==> config.mk <==
export PLATFORM = sky130hd
export DESIGN_NAME = serial_add_ctrl
export DESIGN_NICKNAME = d
export VERILOG_FILES = /design/src/rtl/serial_add_ctrl_pkg.sv /design/src/rtl/serial_add_ctrl_full_adder.sv /design/src/rtl/serial_add_ctrl.sv
export SDC_FILE = /design/constraint.sdc
export NUM_CORES = 1
export LEC_CHECK = 0
export ABC_CLOCK_PERIOD_IN_PS = 3440
export CAP_MARGIN = 15
export CELL_PAD_IN_SITES_DETAIL_PLACEMENT = 0
export CELL_PAD_IN_SITES_GLOBAL_PLACEMENT = 1
export CORE_MARGIN = 3
export CORE_UTILIZATION = 43
export DETAILED_ROUTE_END_ITERATION = 8
export PLACE_DENSITY_LB_ADDON = 0.12
export SLEW_MARGIN = 20
export SYNTH_ARGS = -nofsm -noshare
export SYNTH_HDL_FRONTEND = slang
export SYNTH_HIERARCHICAL = 1
export SYNTH_SLANG_ARGS = --single-unit
==> constraint.sdc <==
create_clock -name CLK -period 3.44 [get_ports CLK]
set_input_delay 0.688 -clock CLK [delete_from_list [all_inputs] [get_ports CLK]]
set_output_delay 0.688 -clock CLK [all_outputs]
set_load 0.1 [all_outputs]
==> src/rtl/serial_add_ctrl_pkg.sv <==
// -----------------------------------------------------------------------------
// serial_add_ctrl_pkg
//
// Purpose: shared definitions for the bit-serial adder controller.
//   - DEFAULT_WIDTH : default operand/result width.
//   - state_e       : FSM state encoding (IDLE=0, RUN=1, FIN=2).
//                     Encoding 2'd3 is unused and recovers to IDLE.
//   - cnt_width()   : width of the bit counter, clog2(WIDTH) with a
//                     minimum of one bit.
// Ports: none (package).
// -----------------------------------------------------------------------------
package serial_add_ctrl_pkg;

  localparam int DEFAULT_WIDTH = 8;

  typedef enum logic [1:0] {
    IDLE = 2'd0,
    RUN  = 2'd1,
    FIN  = 2'd2
  } state_e;

  // A one-bit operand still needs a one-bit counter, so clamp at 1.
  function automatic int cnt_width(input int w);
    return (w > 1) ? $clog2(w) : 1;
  endfunction

endpackage : serial_add_ctrl_pkg

==> src/rtl/serial_add_ctrl_full_adder.sv <==
// -----------------------------------------------------------------------------
// Full_Adder
//
// Purpose: gate-level one-bit full adder. This is the only arithmetic cell
//          in the serial adder; the controller reuses it once per bit.
// Ports:
//   X         in  1  addend bit
//   Y         in  1  addend bit
//   CARRY_IN  in  1  carry into this bit position
//   SUM       out 1  X ^ Y ^ CARRY_IN
//   CARRY_OUT out 1  majority(X, Y, CARRY_IN)
// -----------------------------------------------------------------------------
module Full_Adder (
  input  logic X,
  input  logic Y,
  input  logic CARRY_IN,
  output logic SUM,
  output logic CARRY_OUT
);

  logic half_sum;

  assign half_sum  = X ^ Y;
  assign SUM       = half_sum ^ CARRY_IN;
  // Carry is generated by X&Y or propagated through the half sum.
  assign CARRY_OUT = (X & Y) | (CARRY_IN & half_sum);

endmodule : Full_Adder

==> src/rtl/serial_add_ctrl.sv <==
// -----------------------------------------------------------------------------
// serial_add_ctrl
//
// Purpose: bit-serial adder controller. Accepts two WIDTH-bit operands and a
//          carry-in on a START handshake, then feeds one Full_Adder with the
//          operand LSBs and a registered carry for WIDTH cycles (LSB first).
//          The final sum and carry are published together with a one-cycle
//          DONE pulse: {CARRY_OUT, SUM} = A + B + CARRY_IN.
//
// Parameters:
//   WIDTH      operand/result width, >= 1 (default 8)
//
// Ports:
//   CLK        in  1      clock, rising edge
//   RST_N      in  1      synchronous active-low reset
//   START      in  1      request, only sampled in IDLE
//   A          in  WIDTH  operand A, latched on the accepting edge
//   B          in  WIDTH  operand B, latched on the accepting edge
//   CARRY_IN   in  1      carry-in, latched on the accepting edge
//   BUSY       out 1      high while in RUN
//   DONE       out 1      one-cycle pulse, result valid
//   SUM        out WIDTH  result, held until the next DONE
//   CARRY_OUT  out 1      final carry, held until the next DONE
//
// All outputs come straight from registers.
// -----------------------------------------------------------------------------
module serial_add_ctrl
  import serial_add_ctrl_pkg::*;
#(
  parameter int WIDTH = DEFAULT_WIDTH
) (
  input  logic             CLK,
  input  logic             RST_N,
  input  logic             START,
  input  logic [WIDTH-1:0] A,
  input  logic [WIDTH-1:0] B,
  input  logic             CARRY_IN,
  output logic             BUSY,
  output logic             DONE,
  output logic [WIDTH-1:0] SUM,
  output logic             CARRY_OUT
);

  localparam int               CNT_W    = cnt_width(WIDTH);
  localparam logic [CNT_W-1:0] CNT_LAST = CNT_W'(WIDTH - 1);

  // ---------------------------------------------------------------------------
  // State and datapath registers
  // ---------------------------------------------------------------------------
  state_e             state_q, state_d;
  logic [WIDTH-1:0]   a_q,     a_d;      // operand A, shifts right
  logic [WIDTH-1:0]   b_q,     b_d;      // operand B, shifts right
  logic               carry_q, carry_d;  // carry between bit slices
  logic [WIDTH-1:0]   acc_q,   acc_d;    // result, filled from the MSB side
  logic [CNT_W-1:0]   cnt_q,   cnt_d;    // bit index being processed
  logic [WIDTH-1:0]   sum_q,   sum_d;    // published result
  logic               cout_q,  cout_d;   // published carry
  logic               busy_q,  busy_d;
  logic               done_q,  done_d;

  logic               fa_sum;
  logic               fa_cout;
  logic [WIDTH-1:0]   acc_shift;         // accumulator after this cycle's bit

  // ---------------------------------------------------------------------------
  // The single adder cell
  // ---------------------------------------------------------------------------
  Full_Adder u_full_adder (
    .X         (a_q[0]),
    .Y         (b_q[0]),
    .CARRY_IN  (carry_q),
    .SUM       (fa_sum),
    .CARRY_OUT (fa_cout)
  );

  // New sum bits enter at the MSB; after WIDTH shifts bit 0 of the result
  // has travelled down to position 0. A one-bit accumulator has no upper
  // part to keep, so it simply takes the sum bit.
  generate
    if (WIDTH == 1) begin : g_acc_single
      assign acc_shift = fa_sum;
    end else begin : g_acc_multi
      assign acc_shift = {fa_sum, acc_q[WIDTH-1:1]};
    end
  endgenerate

  // ---------------------------------------------------------------------------
  // Next-state and datapath logic
  // ---------------------------------------------------------------------------
  always_comb begin
    state_d = state_q;
    a_d     = a_q;
    b_d     = b_q;
    carry_d = carry_q;
    acc_d   = acc_q;
    cnt_d   = cnt_q;
    sum_d   = sum_q;
    cout_d  = cout_q;
    busy_d  = 1'b0;
    done_d  = 1'b0;

    case (state_q)
      IDLE: begin
        if (START) begin
          a_d     = A;
          b_d     = B;
          carry_d = CARRY_IN;
          acc_d   = '0;
          cnt_d   = '0;
          busy_d  = 1'b1;
          state_d = RUN;
        end
      end

      RUN: begin
        acc_d   = acc_shift;
        carry_d = fa_cout;
        a_d     = a_q >> 1;
        b_d     = b_q >> 1;
        if (cnt_q == CNT_LAST) begin
          // Last bit: publish the completed result in one step so the
          // outputs never expose a partially accumulated value.
          sum_d   = acc_shift;
          cout_d  = fa_cout;
          done_d  = 1'b1;
          cnt_d   = '0;
          state_d = FIN;
        end else begin
          cnt_d   = cnt_q + CNT_W'(1);
          busy_d  = 1'b1;
        end
      end

      // FIN lasts one cycle so that DONE and a new START are never
      // handled in the same state.
      FIN: begin
        state_d = IDLE;
      end

      default: begin
        state_d = IDLE;
      end
    endcase
  end

  // ---------------------------------------------------------------------------
  // Registers
  // ---------------------------------------------------------------------------
  always_ff @(posedge CLK) begin
    if (!RST_N) begin
      state_q <= IDLE;
      a_q     <= '0;
      b_q     <= '0;
      carry_q <= 1'b0;
      acc_q   <= '0;
      cnt_q   <= '0;
      sum_q   <= '0;
      cout_q  <= 1'b0;
      busy_q  <= 1'b0;
      done_q  <= 1'b0;
    end else begin
      state_q <= state_d;
      a_q     <= a_d;
      b_q     <= b_d;
      carry_q <= carry_d;
      acc_q   <= acc_d;
      cnt_q   <= cnt_d;
      sum_q   <= sum_d;
      cout_q  <= cout_d;
      busy_q  <= busy_d;
      done_q  <= done_d;
    end
  end

  assign BUSY      = busy_q;
  assign DONE      = done_q;
  assign SUM       = sum_q;
  assign CARRY_OUT = cout_q;

endmodule : serial_add_ctrl

* Yosys cells after proc, flatten, opt, wreduce, memory -nomap -nowiden
Index checks and enable logic that the tools add are counted.
** Operators by class
- Add/sub/neg operators :: 1
- Eq/ne operators :: 4
- Muxes and demuxes :: 18
- Bitwise gates (word level) :: 5
- Reduce and logical (&&, ||, !) cells :: 6
** Operator list (count)
- $pmux 8 s2 :: 3
- $mux 8 :: 3
- $reduce_and 2->1 :: 4
- $mux 3 :: 2
- $pmux 3 s2 :: 1
- $mux 1 :: 4
- $mux 2 :: 2
- $ne 2x2->1 const B :: 2
- $pmux 1 s2 :: 2
- $pmux 2 s2 :: 1
- $add 3x1->3 const B :: 1
- $eq 3x3->1 const B :: 1
- $and 1x1->1 :: 2
- $eq 2x1->1 const B :: 1
- $logic_not 2->1 :: 1
- $reduce_bool 2->1 :: 1
- $xor 1x1->1 :: 2
- $or 1x1->1 :: 1
** Word-level totals
- Flip-flop bits (word level) :: 41
- Input port bits :: 20
- Output and inout port bits :: 11
- Word-level logic and storage cells :: 44

* Logic depth before layout (Yosys ltp)
Gate-level depths: netlist of run 1.
- Depth after elaboration :: 4
- Gate-level depth with buffers :: 6
- Depth with buffers taken out :: 5

* Hierarchy
The synthesis of run 1 kept the hierarchy.
** Modules (own cells, without submodules)
- serial_add_ctrl :: times used 1, cells an instance 165, area each 1692.9 um2, seq. area each 800.8 um2
- Full_Adder :: times used 1, cells an instance 1, area each 20.0 um2, seq. area each 0.0 um2

* Worst setup path after synthesis of run 1
No wires, ideal clock.
- Path kind :: in2reg
- Start point :: input port START
- End point :: register a_q[0]
- Library setup time :: 0.123 ns
- Arrival :: 1.492 ns
- Required time :: 3.317 ns
- Path slack :: 1.826 ns
- Stages on the path :: 5
- Buffers on the path :: 2
- Cell sequence :: or3b_1 -> buf_6 -> buf_12 -> o221ai_2 -> a21oi_2
** Between the ends
- Word-level cells in the longest chain between the ends :: 2
** Ends and longest elaborated chain
- from (decl) :: RTL line serial_add_ctrl.sv:34 : input logic START,
- $ne 2x2->1 (no line)
- $reduce_and 2->1 (no line)
- to (signal assigned) :: RTL line serial_add_ctrl.sv:152 : a_q <= '0;
- to (signal assigned) :: RTL line serial_add_ctrl.sv:163 : a_q <= a_d;
- to (decl) :: RTL line serial_add_ctrl.sv:51 : logic [WIDTH-1:0] a_q, a_d;
No other way between the ends.
A chain may end at the register's enable or synchronous reset.

* Worst setup path in the final report of run 1
- Start point :: register sum_q[6] (netlist: SUM[6])
- End point :: output port SUM[6]
** RTL lines
- from (decl) :: RTL line serial_add_ctrl.sv:56 : logic [WIDTH-1:0] sum_q, sum_d;
- from (signal assigned) :: RTL line serial_add_ctrl.sv:168 : sum_q <= sum_d;
- to (decl) :: RTL line serial_add_ctrl.sv:40 : output logic [WIDTH-1:0] SUM,
No word-level cell between the ends.

==> results of run 1 <==
-- through the flow --
step	std cells	util [%]	hold slack, ps	area (um2)
floorplan	166	-	425	1710
global placement	232	53.1	434	1990
detailed placement	232	53.1	447	1990
CTS	240	55.9	457	2090
global route	240	56.0	479	2100
finish	240	56.0	455	2100
-- worst max path at each step --
stage | start | endpoint | slack [ps]
2_1_floorplan | START | a_q[0] | 1830
4_1_cts | SUM[7] | SUM[7] | 970
3_5_place_dp | START | a_q[5] | 1040
3_3_place_gp | START | b_q[0] | 1070
5_1_grt | SUM[7] | SUM[7] | 940
6_report | SUM[6] | SUM[6] | 990
-- synth_stat cells (all sizes together) --
library cell  instances
dfxtp                40
inv                  16
a21oi                15
o221ai               15
nor2b                12
a21boi               10
a22oi                10
nand2                10
buf                   9
nand3                 9
clkbuf                5
nor3b                 3
and3                  2
ha                    2
a32oi                 1
fa                    1
mux2i                 1
nand2b                1
nand3b                1
o21bai                1
or3                   1
or3b                  1
-- power by group through the flow --
stage | Clock [mW] | Combinational (mW) | Sequential (mW)
floorplan | 0 | 0.0826 | 0.512
global placement | 0 | 0.115 | 0.509
detailed placement | 0 | 0.118 | 0.510
CTS | 0.385 | 0.118 | 0.500
global route | 0.405 | 0.129 | 0.503
finish | 0.369 | 0.117 | 0.499
-- layer usage --
| metal | wire length, um | part of all wire [%] | global-route usage [%] | vias up |
|---|---|---|---|---|
| met2 | 1450 | 46 | 22.5 | 20 |
| met4 | 50 | 1.6 | 5.42 | 0 |
| met3 | 151 | 4.8 | 5.54 | 6 |
| li1 | - | - | - | 635 |
| met1 | 1520 | 48 | 18.1 | 572 |
| met5 | 0 | 0 | 0 | - |
-- sequential cells by signal, summed over array words and instances, names as in the netlist, 2 cells and up --
signal / flops
SUM: 8
acc_q: 7
state_q: 2
cnt_q: 3
a_q: 8
b_q: 8
-- worst min-delay path: cells and delay by family, from the launching register on --
kind	cells	cell delay (ps)
AOI/OAI and AO/OA	1	50
buffers and inverters	1	50
DFF	1	310
-- cells by family (layout without fill, tap and decap cells) --
group / Yosys count / in the layout / share of synthesized area (%)
AO/OA/AOI/OAI: 52 / 52 / 27.8
flip-flops: 40 / 40 / 46.7
adder cells (fa/ha/maj): 3 / 3 / 2.63
multiplexers: 1 / 1 / 0.584
buffers and inverters: 30 / 56 / 9.28
AND/OR/NAND/NOR: 40 / 40 / 12.9
-- area by class of cell --
class,instances,area (um2)
repair buffers,32,313
clock inverters,2,35.0
well taps,48,60.1
flip-flops and latches,40,801
fillers,354,1650
multi-input cells,96,756
clock buffers,6,72.6
inverters,16,60.1
==> results.md, run 1 <==
- Status: finished, final reports clean
- Launch instance of the worst register-to-register path: state_q[0]
- Wirelength per Cell: 13.2 um
- Min-Delay Path Depth: 2
- Power density over cell area: 470 nW/um2
- Maximum achievable frequency: 408 MHz
- Worst slew margin: 34.9%
- Final Hold Violating Endpoints: 0
- Effective utilization at floorplan: 45.8%
- Boundary Pins: 31
- PostCTS Resize Cnt: 0
- Worst-margin pin slew: 974 ps
- Number of synthesized register bits: 40
- Clock latency of the later-clocked register in the worst-skew pair: 290 ps
- Setup total negative slack: 0 ps
- Fin crit period: 2450 ps
- Arr. time, crit path: 1760 ps
- Leak pwr: 0.719 nW
- Pins Over Slew Limit: 0
- Critical path fanouts, max: 2
- Sequential fraction of the synthesis area: 46.7%
- Instance count of the mapped netlist: 166
- MaxCap Viol Count: 0
- Maximum number of pins on one net before global-route repair: 28
- Clock Pin Slew Worst Setup and Hold Paths: 70 ps
- Number of nets produced by synthesis: 189
- Commonest non-fill, non-tap cell in the layout: dfxtp_1
- Worst Clk Skew: 6.38 ps
- Logic depth of the worst setup path including buffers: 1
- Number of inserted diodes: 0
- Via density per instance: 5.14
- Syn-to-layout area delta: 22.4%
- Via count of the first global-routing pass: 1213
- Family with the most delay on the worst path: buffers and inverters
- Longest Clk Path Bufs: 2
- Slowest cell on the critical path: clkdlybuf4s50_1
- Total routing usage reported by global routing: 14.5%
- Final number of setup-violating endpoints: 0
- CTS sink count: 40
- Overall power of the completed layout: 0.985 mW
- Detailed Route WL: 3180 um
- Min setup slack post-route: 988 ps
- Cell taking the most area after synthesis: dfxtp_1
- Port bufs: 30
- Area contributors post-synth: dfxtp_1 (47%), o221ai_2 (8.8%), a21oi_2 (5.1%)
- Number of core rows: 22
- Share of the synthesized area in the top cell type: 46.7%
- WHS Endpoint: b_q[2]
- Clock buffers created by TritonCTS: 5
- Residual DRC count: 0
- Depth of the most critical reg-to-reg path: 3
- Hold/Removal Path Class: reg2reg
- Cts-stage hold buffer count: 0
- Initial DRC Count: 74
- Remaining global-route overflow: 0
- Minimum setup slack among reg-to-reg paths: 1790 ps
- GP Congestion: 0.709
- Library cell used as clock root buffer: clkbuf_8
- Remaining antenna violation count after routing: 0
- Die Outline Area: 4780 um2
- Post-Place Worst Slack: 1040 ps
- Fin crit share: 71.3%
- TritonCTS clock tree: done
- Number of distinct library cells after synthesis: 28
- Half-perimeter wire length after placement: 2210 um
- Buffers and inverters on the worst path: 1
- Leading cell types in the layout, fill and taps excluded: dfxtp_1 (40), clkdlybuf4s50_1 (29), inv_1 (16)
- Worst R2R End: cnt_q[0]
- Largest stage delay on the critical path: 1140 ps
- Switching pwr: 0.230 mW
- Area of the mapped netlist: 1710 um2
- Share of total power in combinational logic: 11.9%
- CP startpoint kind: flip-flop
- Core footprint: 3740 um2
- Via count: 1233
- Antenna violations before repair: 0
- Worst IR Drop VDD: 232 uV
- Type of element capturing the critical path: output port
- Average cell area after synthesis: 10.3 um2
- H-tree depth: 2
- Post-CTS Repair Setup Buffers: 0
- Final nets: 214
- First-pass GRT wire length: 5550 um
- CP Data Required Time: 2750 ps
- HP Start: b_q[2]
- Die width: 69.1 um
- Die outline height: 69.1 um
- Sequential Power Share: 50.7%
- Net switching share of the total power: 23.4%
- Clock group share of total power: 37.4%
- Cell-by-cell listing of the critical path: clkdlybuf4s50_1
- Yosys warning total: 6
- DR pass1 iterations: 4
- Share of final-layout standard cells stronger than drive strength 1: 16.7%
- Setup repair after global routing missed its margin: false
- Class of the most critical setup path: reg2out
- Internal power consumption: 0.754 mW
No activity file was read; power rests on OpenSTA's default activity.
==> run 2: changes to the inputs <==
--- a/config.mk
+++ b/config.mk
@@ -5,12 +5,12 @@
 export SDC_FILE = /design/constraint.sdc
 export NUM_CORES = 1
 export LEC_CHECK = 0
-export ABC_CLOCK_PERIOD_IN_PS = 3440
+export ABC_CLOCK_PERIOD_IN_PS = 2000
 export CAP_MARGIN = 15
 export CELL_PAD_IN_SITES_DETAIL_PLACEMENT = 0
 export CELL_PAD_IN_SITES_GLOBAL_PLACEMENT = 1
 export CORE_MARGIN = 3
-export CORE_UTILIZATION = 43
+export CORE_UTILIZATION = 36
 export DETAILED_ROUTE_END_ITERATION = 8
 export PLACE_DENSITY_LB_ADDON = 0.12
 export SLEW_MARGIN = 20
==> constraint.sdc (replaced) <==
create_clock -name CLK -period 2 [get_ports CLK]
set_input_delay 0.4 -clock CLK [delete_from_list [all_inputs] [get_ports CLK]]
set_output_delay 0.4 -clock CLK [all_outputs]
set_load 0.1 [all_outputs]
==> results.md, run 2 (synthesis results as in run 1) <==
- Clock Pin Slew Worst Setup and Hold Paths: 70 ps (about the same)
- Die Outline Area: 5620 um2 (+18%)
- Power density over cell area: 805 nW/um2 (+71%)
- Via count of the first global-routing pass: 1241 (+2.3%)
- Worst slew margin: 74.2% (+39 points)
- Longest Clk Path Bufs: 2 (unchanged)
- Fin crit share: 79.3%
- Initial DRC Count: 69 (-6.8%)
- GP Congestion: 0.692 (-2.3%)
- Commonest non-fill, non-tap cell in the layout: dfxtp_1
- Critical path fanouts, max: 15 (+13)
- Type of element capturing the critical path: flip-flop
- Switching pwr: 0.414 mW (+80%)
- H-tree depth: 2 (unchanged)
- Clock latency of the later-clocked register in the worst-skew pair: 290 ps (about the same)
- Number of core rows: 24 (+9.1%)
- Half-perimeter wire length after placement: 2220 um (+0.42%)
- Post-CTS Repair Setup Buffers: 0 (unchanged)
- Arr. time, crit path: 1760 ps (about the same)
- Syn-to-layout area delta: 25.0%
- CP startpoint kind: primary input
- Cell-by-cell listing of the critical path: clkdlybuf4s50_1 > or3b_1 > buf_12 > o221ai_1 > a21oi_1
- Port bufs: 30 (unchanged)
- CP Data Required Time: 2170 ps (-580 ps)
- TritonCTS clock tree: done
- Pins Over Slew Limit: 0 (unchanged)
- Clock buffers created by TritonCTS: 5 (unchanged)
- CTS sink count: 40 (unchanged)
- Status: finished, final reports clean
- Remaining antenna violation count after routing: 0 (unchanged)
- Boundary Pins: 31 (unchanged)
- Share of total power in combinational logic: 12.4% (+0.5 points)
- Min-Delay Path Depth: 2 (unchanged)
- Net switching share of the total power: 24.1% (+0.69 points)
- Die width: 75.0 um (+8.5%)
- Leading cell types in the layout, fill and taps excluded: dfxtp_1 (40), clkdlybuf4s50_1 (19), inv_1 (16), buf_4 (16), nor2b_1 (12)
- Worst Clk Skew: 9.06 ps (+2.68 ps)
- Residual DRC count: 0 (unchanged)
- Worst IR Drop VDD: 437 uV (+88%)
- Antenna violations before repair: 0 (unchanged)
- Core footprint: 4470 um2 (+20%)
- Clock group share of total power: 37.8% (+0.4 points)
- Final Hold Violating Endpoints: 0 (unchanged)
- Wirelength per Cell: 12.9 um (-2.7%)
- Worst-margin pin slew: 386 ps (-588 ps)
- Number of inserted diodes: 0 (unchanged)
- Share of final-layout standard cells stronger than drive strength 1: 23.9% (+7.2 points)
- Slowest cell on the critical path: clkdlybuf4s50_1
- Fin crit period: 1590 ps
- Die outline height: 75.0 um (+8.5%)
- Hold/Removal Path Class: reg2reg
- Largest stage delay on the critical path: 530 ps (-610 ps)
- DR pass1 iterations: 4 (unchanged)
- Via density per instance: 4.99 (-2.8%)
- Sequential Power Share: 49.8% (-0.9 points)
- Maximum number of pins on one net before global-route repair: 41 (+46%)
- Setup total negative slack: 0 ps (unchanged)
- Remaining global-route overflow: 0 (unchanged)
- Class of the most critical setup path: in2reg
- Maximum achievable frequency: 631 MHz
- Detailed Route WL: 3210 um (+0.94%)
- Leak pwr: 0.771 nW (+7.3%)
- Post-Place Worst Slack: 107 ps (-934 ps)
- Cts-stage hold buffer count: 0 (unchanged)
- Via count: 1243 (+0.81%)
- PostCTS Resize Cnt: 0 (unchanged)
- MaxCap Viol Count: 0 (unchanged)
- Library cell used as clock root buffer: clkbuf_8
- First-pass GRT wire length: 5530 um (-0.38%)
- Effective utilization at floorplan: 38.3% (-7.5 points)
- Final nets: 219 (+2.3%)
- Min setup slack post-route: 414 ps (-574 ps)
- Final number of setup-violating endpoints: 0 (unchanged)
- Setup repair after global routing missed its margin: false
- Internal power consumption: 1.31 mW (+73%)
- Depth of the most critical reg-to-reg path: 5 (+2)
- Total routing usage reported by global routing: 12.9% (-1.5 points)
==> run 2: cell type report <==
class                           instances  area (um2)
Inverter                               16        60.1
Multi-Input combinational cell         96         753
Sequential cell                        40         801
Tap cell                               52        65.1
Clock inverter                          3        42.5
Clock buffer                            5        68.8
Timing Repair Buffer                   37         350
Fill cell                             450        2330
==> run 2: worst paths after layout <==
check / to / from / slack (ps)
hold reg to reg: b_q[2] / b_q[2] / 450
setup / recovery: b_q[0] / START / 410
setup reg to reg: SUM[7] / cnt_q[0] / 630
hold / removal: b_q[2] / b_q[2] / 450
==> run 2: critical path: cells and delay by family <==
family	cells	cell delay, ps
buffers and inverters	2	710
and+or+nand+nor	1	410
AOI/OAI and AO/OA	2	240
==> run 2: stage by stage <==
stage	instances	utilization [%]	hold WS [ps]	power, mW	area [um2]
4_1_cts	249	47.8	453	1.75	2140
6_report	249	47.8	451	1.72	2140
3_3_place_gp	241	45.4	432	1.09	2030
3_5_place_dp	241	45.4	440	1.09	2030
2_1_floorplan	166	-	425	1.02	1710
5_1_grt	249	47.8	479	1.80	2140
==> run 2: layer usage <==
metal  global-route usage, %  wire length (um)  up-vias
met5                       0                 0        -
met4                    5.93                67        0
met3                    3.87               178        6
met2                    21.4              1520       27
met1                    15.4              1440      561
li1                        -                 -      649
==> run 2: power by group through the flow <==
| stage | Clock, mW | Sequential (mW) | Combinational, mW |
|---|---|---|---|
| 2_1_floorplan | 0 | 0.880 | 0.142 |
| 3_3_place_gp | 0 | 0.876 | 0.212 |
| 3_5_place_dp | 0 | 0.877 | 0.216 |
| 4_1_cts | 0.679 | 0.859 | 0.217 |
| 5_1_grt | 0.706 | 0.863 | 0.235 |
| 6_report | 0.651 | 0.859 | 0.213 |
==> run 3: changes to the inputs <==
--- a/config.mk
+++ b/config.mk
@@ -5,12 +5,12 @@
 export SDC_FILE = /design/constraint.sdc
 export NUM_CORES = 1
 export LEC_CHECK = 0
-export ABC_CLOCK_PERIOD_IN_PS = 2000
+export ABC_CLOCK_PERIOD_IN_PS = 1540
 export CAP_MARGIN = 15
 export CELL_PAD_IN_SITES_DETAIL_PLACEMENT = 0
 export CELL_PAD_IN_SITES_GLOBAL_PLACEMENT = 1
 export CORE_MARGIN = 3
-export CORE_UTILIZATION = 36
+export CORE_UTILIZATION = 40
 export DETAILED_ROUTE_END_ITERATION = 8
 export PLACE_DENSITY_LB_ADDON = 0.12
 export SLEW_MARGIN = 20
==> constraint.sdc (replaced) <==
create_clock -name CLK -period 1.54 [get_ports CLK]
set_input_delay 0.308 -clock CLK [delete_from_list [all_inputs] [get_ports CLK]]
set_output_delay 0.308 -clock CLK [all_outputs]
set_load 0.1 [all_outputs]
==> results.md, run 3 (synthesis results as in run 1) <==
- Remaining global-route overflow: 0 (unchanged)
- Status: finished, final reports clean
- Power density over cell area: 967 nW/um2 (+20%)
- Leak pwr: 0.830 nW (+7.7%)
- Worst-margin pin slew: 203 ps (-183 ps)
- Post-Place Worst Slack: -181 ps (-289 ps)
- Setup total negative slack: 0 ps (unchanged)
- Half-perimeter wire length after placement: 2210 um (-0.67%)
- Total routing usage reported by global routing: 13.6% (+0.64 points)
- Logic depth of the worst setup path including buffers: 5 (unchanged)
- Met1 layer wirelength in the final routing: 1410 um (-2.2%)
- Slowest cell on the critical path: clkdlybuf4s50_1
- PostCTS Resize Cnt: 0 (unchanged)
- Min-Delay Path Depth: 2 (unchanged)
- Number of inserted diodes: 0 (unchanged)
- Family with the most delay on the worst path: buffers and inverters
- Boundary Pins: 31 (unchanged)
- Final number of setup-violating endpoints: 0 (unchanged)
- Leading cell types in the layout, fill and taps excluded: dfxtp_1 (40), clkdlybuf4s50_1 (19), inv_1 (16)
- Port bufs: 30 (unchanged)
- Setup repair after global routing missed its margin: false
- Die outline height: 71.4 um (-4.7%)
- Clock Pin Slew Worst Setup and Hold Paths: 70 ps (about the same)
- Critical path fanouts, max: 15 (unchanged)
- Met2 layer wire length in the routed design: 1500 um (-1.3%)
- Flip-flop and latch area: 801 um2 (unchanged)
- Amount of wire on met3 after detailed routing: 171 um (-3.9%)
- Core footprint: 4060 um2 (-9.3%)
- Worst slew margin: 86.1% (+12 points)
- Maximum achievable frequency: 698 MHz
- Depth of the most critical reg-to-reg path: 4 (-1)
- TritonCTS clock tree: done
- GP Congestion: 0.765 (+11%)
- Final nets: 224 (+2.3%)
- Share of final-layout standard cells stronger than drive strength 1: 25.7% (+1.9 points)
- Fin crit period: 1430 ps
- Antenna violations before repair: 0 (unchanged)
- CTS sink count: 40 (unchanged)
- Cell-by-cell listing of the critical path: clkdlybuf4s50_1 > or3b_1 > buf_12 > o221ai_1 > a21oi_1
- Overall power of the completed layout: 2.25 mW (+31%)
- H-tree depth: 2 (unchanged)
- Cts-stage hold buffer count: 0 (unchanged)
- Fin crit share: 93.0%
- Effective utilization at floorplan: 42.2% (+3.9 points)
- Commonest non-fill, non-tap cell in the layout: dfxtp_1
- Buffers and inverters on the worst path: 2 (unchanged)
- Wirelength per Cell: 12.4 um (-3.6%)
- Type of element capturing the critical path: flip-flop
- Arr. time, crit path: 1610 ps (-150 ps)
- Number of core rows: 23 (-4.2%)
- First-pass GRT wire length: 5470 um (-1.1%)
- Longest Clk Path Bufs: 2 (unchanged)
- Final Hold Violating Endpoints: 0 (unchanged)
- Class of the most critical setup path: in2reg
- Number of filler cells placed in the layout: 344 (-24%)
- Syn-to-layout area delta: 35.8%
- Remaining antenna violation count after routing: 0 (unchanged)
- Detailed Route WL: 3130 um (-2.4%)
- MaxCap Viol Count: 0 (unchanged)
- Via density per instance: 5.04 (+0.96%)
- Maximum number of pins on one net before global-route repair: 41 (unchanged)
- Pins Over Slew Limit: 0 (unchanged)
- Die width: 71.4 um (-4.7%)
- Residual DRC count: 0 (unchanged)
- CP startpoint kind: primary input
- Clock latency of the later-clocked register in the worst-skew pair: 290 ps (about the same)
- DR pass1 iterations: 4 (unchanged)
- Min setup slack post-route: 108 ps (-306 ps)
- Largest stage delay on the critical path: 480 ps (-50 ps)
- Die Outline Area: 5100 um2 (-9.2%)
- Library cell used as clock root buffer: clkbuf_8
- Post-CTS Repair Setup Buffers: 0 (unchanged)
- Worst Clk Skew: 4.21 ps (-4.85 ps)
- Clock buffers created by TritonCTS: 5 (unchanged)
- Area of combinational cells with multiple inputs: 753 um2 (unchanged)
- CP Data Required Time: 1720 ps (-450 ps)
- Top layer used by detailed routing: met4
- Initial DRC Count: 74 (+7.2%)
- Via count of the first global-routing pass: 1226 (-1.2%)
- Hold/Removal Path Class: reg2reg
- Final core occ: 57.3% (+9.5 points)
- Worst IR Drop VDD: 443 uV (+1.3%)
- Via count: 1270 (+2.2%)
==> run 3: cell count changes in the layout (fill, tap and decap cells not counted), sizes merged <==
cell and change:
buf +5
==> run 3: where the power goes <==
group / internal [mW] / switching [mW] / leakage, nW
registers: 1.08 / 0.0329 / 0.327
logic: 0.153 / 0.143 / 0.449
clock network: 0.479 / 0.360 / 0.0541
==> run 3: path summary, 6_finish.rpt <==
kind / from / to / slack, ps
min reg2reg: b_q[1] / b_q[1] / 450
max: START / carry_q / 110
max reg2reg: cnt_q[0] / cnt_q[0] / 170
min: b_q[1] / b_q[1] / 450
==> run 3: layout make-up <==
type | count | share of cell area, %
Clock buffer | 5 | 2.96
Multi-Input combinational cell | 96 | 32.4
Tap cell | 50 | 2.69
Inverter | 16 | 2.58
Sequential cell | 40 | 34.4
Clock inverter | 3 | 1.83
Timing Repair Buffer | 42 | 23.1
==> run 3: metal layers <==
layer  vias to the layer above  GRT usage [%]
li1                        660              -
met1                       579           16.6
met2                        25           22.1
met3                         6           5.05
met4                         0           4.38
met5                         -              0
==> run 3: stage by stage <==
step / hold slack [ps] / instance area, um2 / std cells
after floorplan: 425 / 1710 / 166
final: 453 / 2330 / 252
after CTS: 457 / 2320 / 251
after detailed placement: 445 / 2210 / 243
after global routing: 473 / 2330 / 252
after global placement: 434 / 2210 / 243
==> run 3: worst register-to-register path: stages, from the launching register on <==
cell and delay [ps]:
dfxtp_1 330, ha_1 200, ha_1 230, or3_1 350, a21boi_0 170
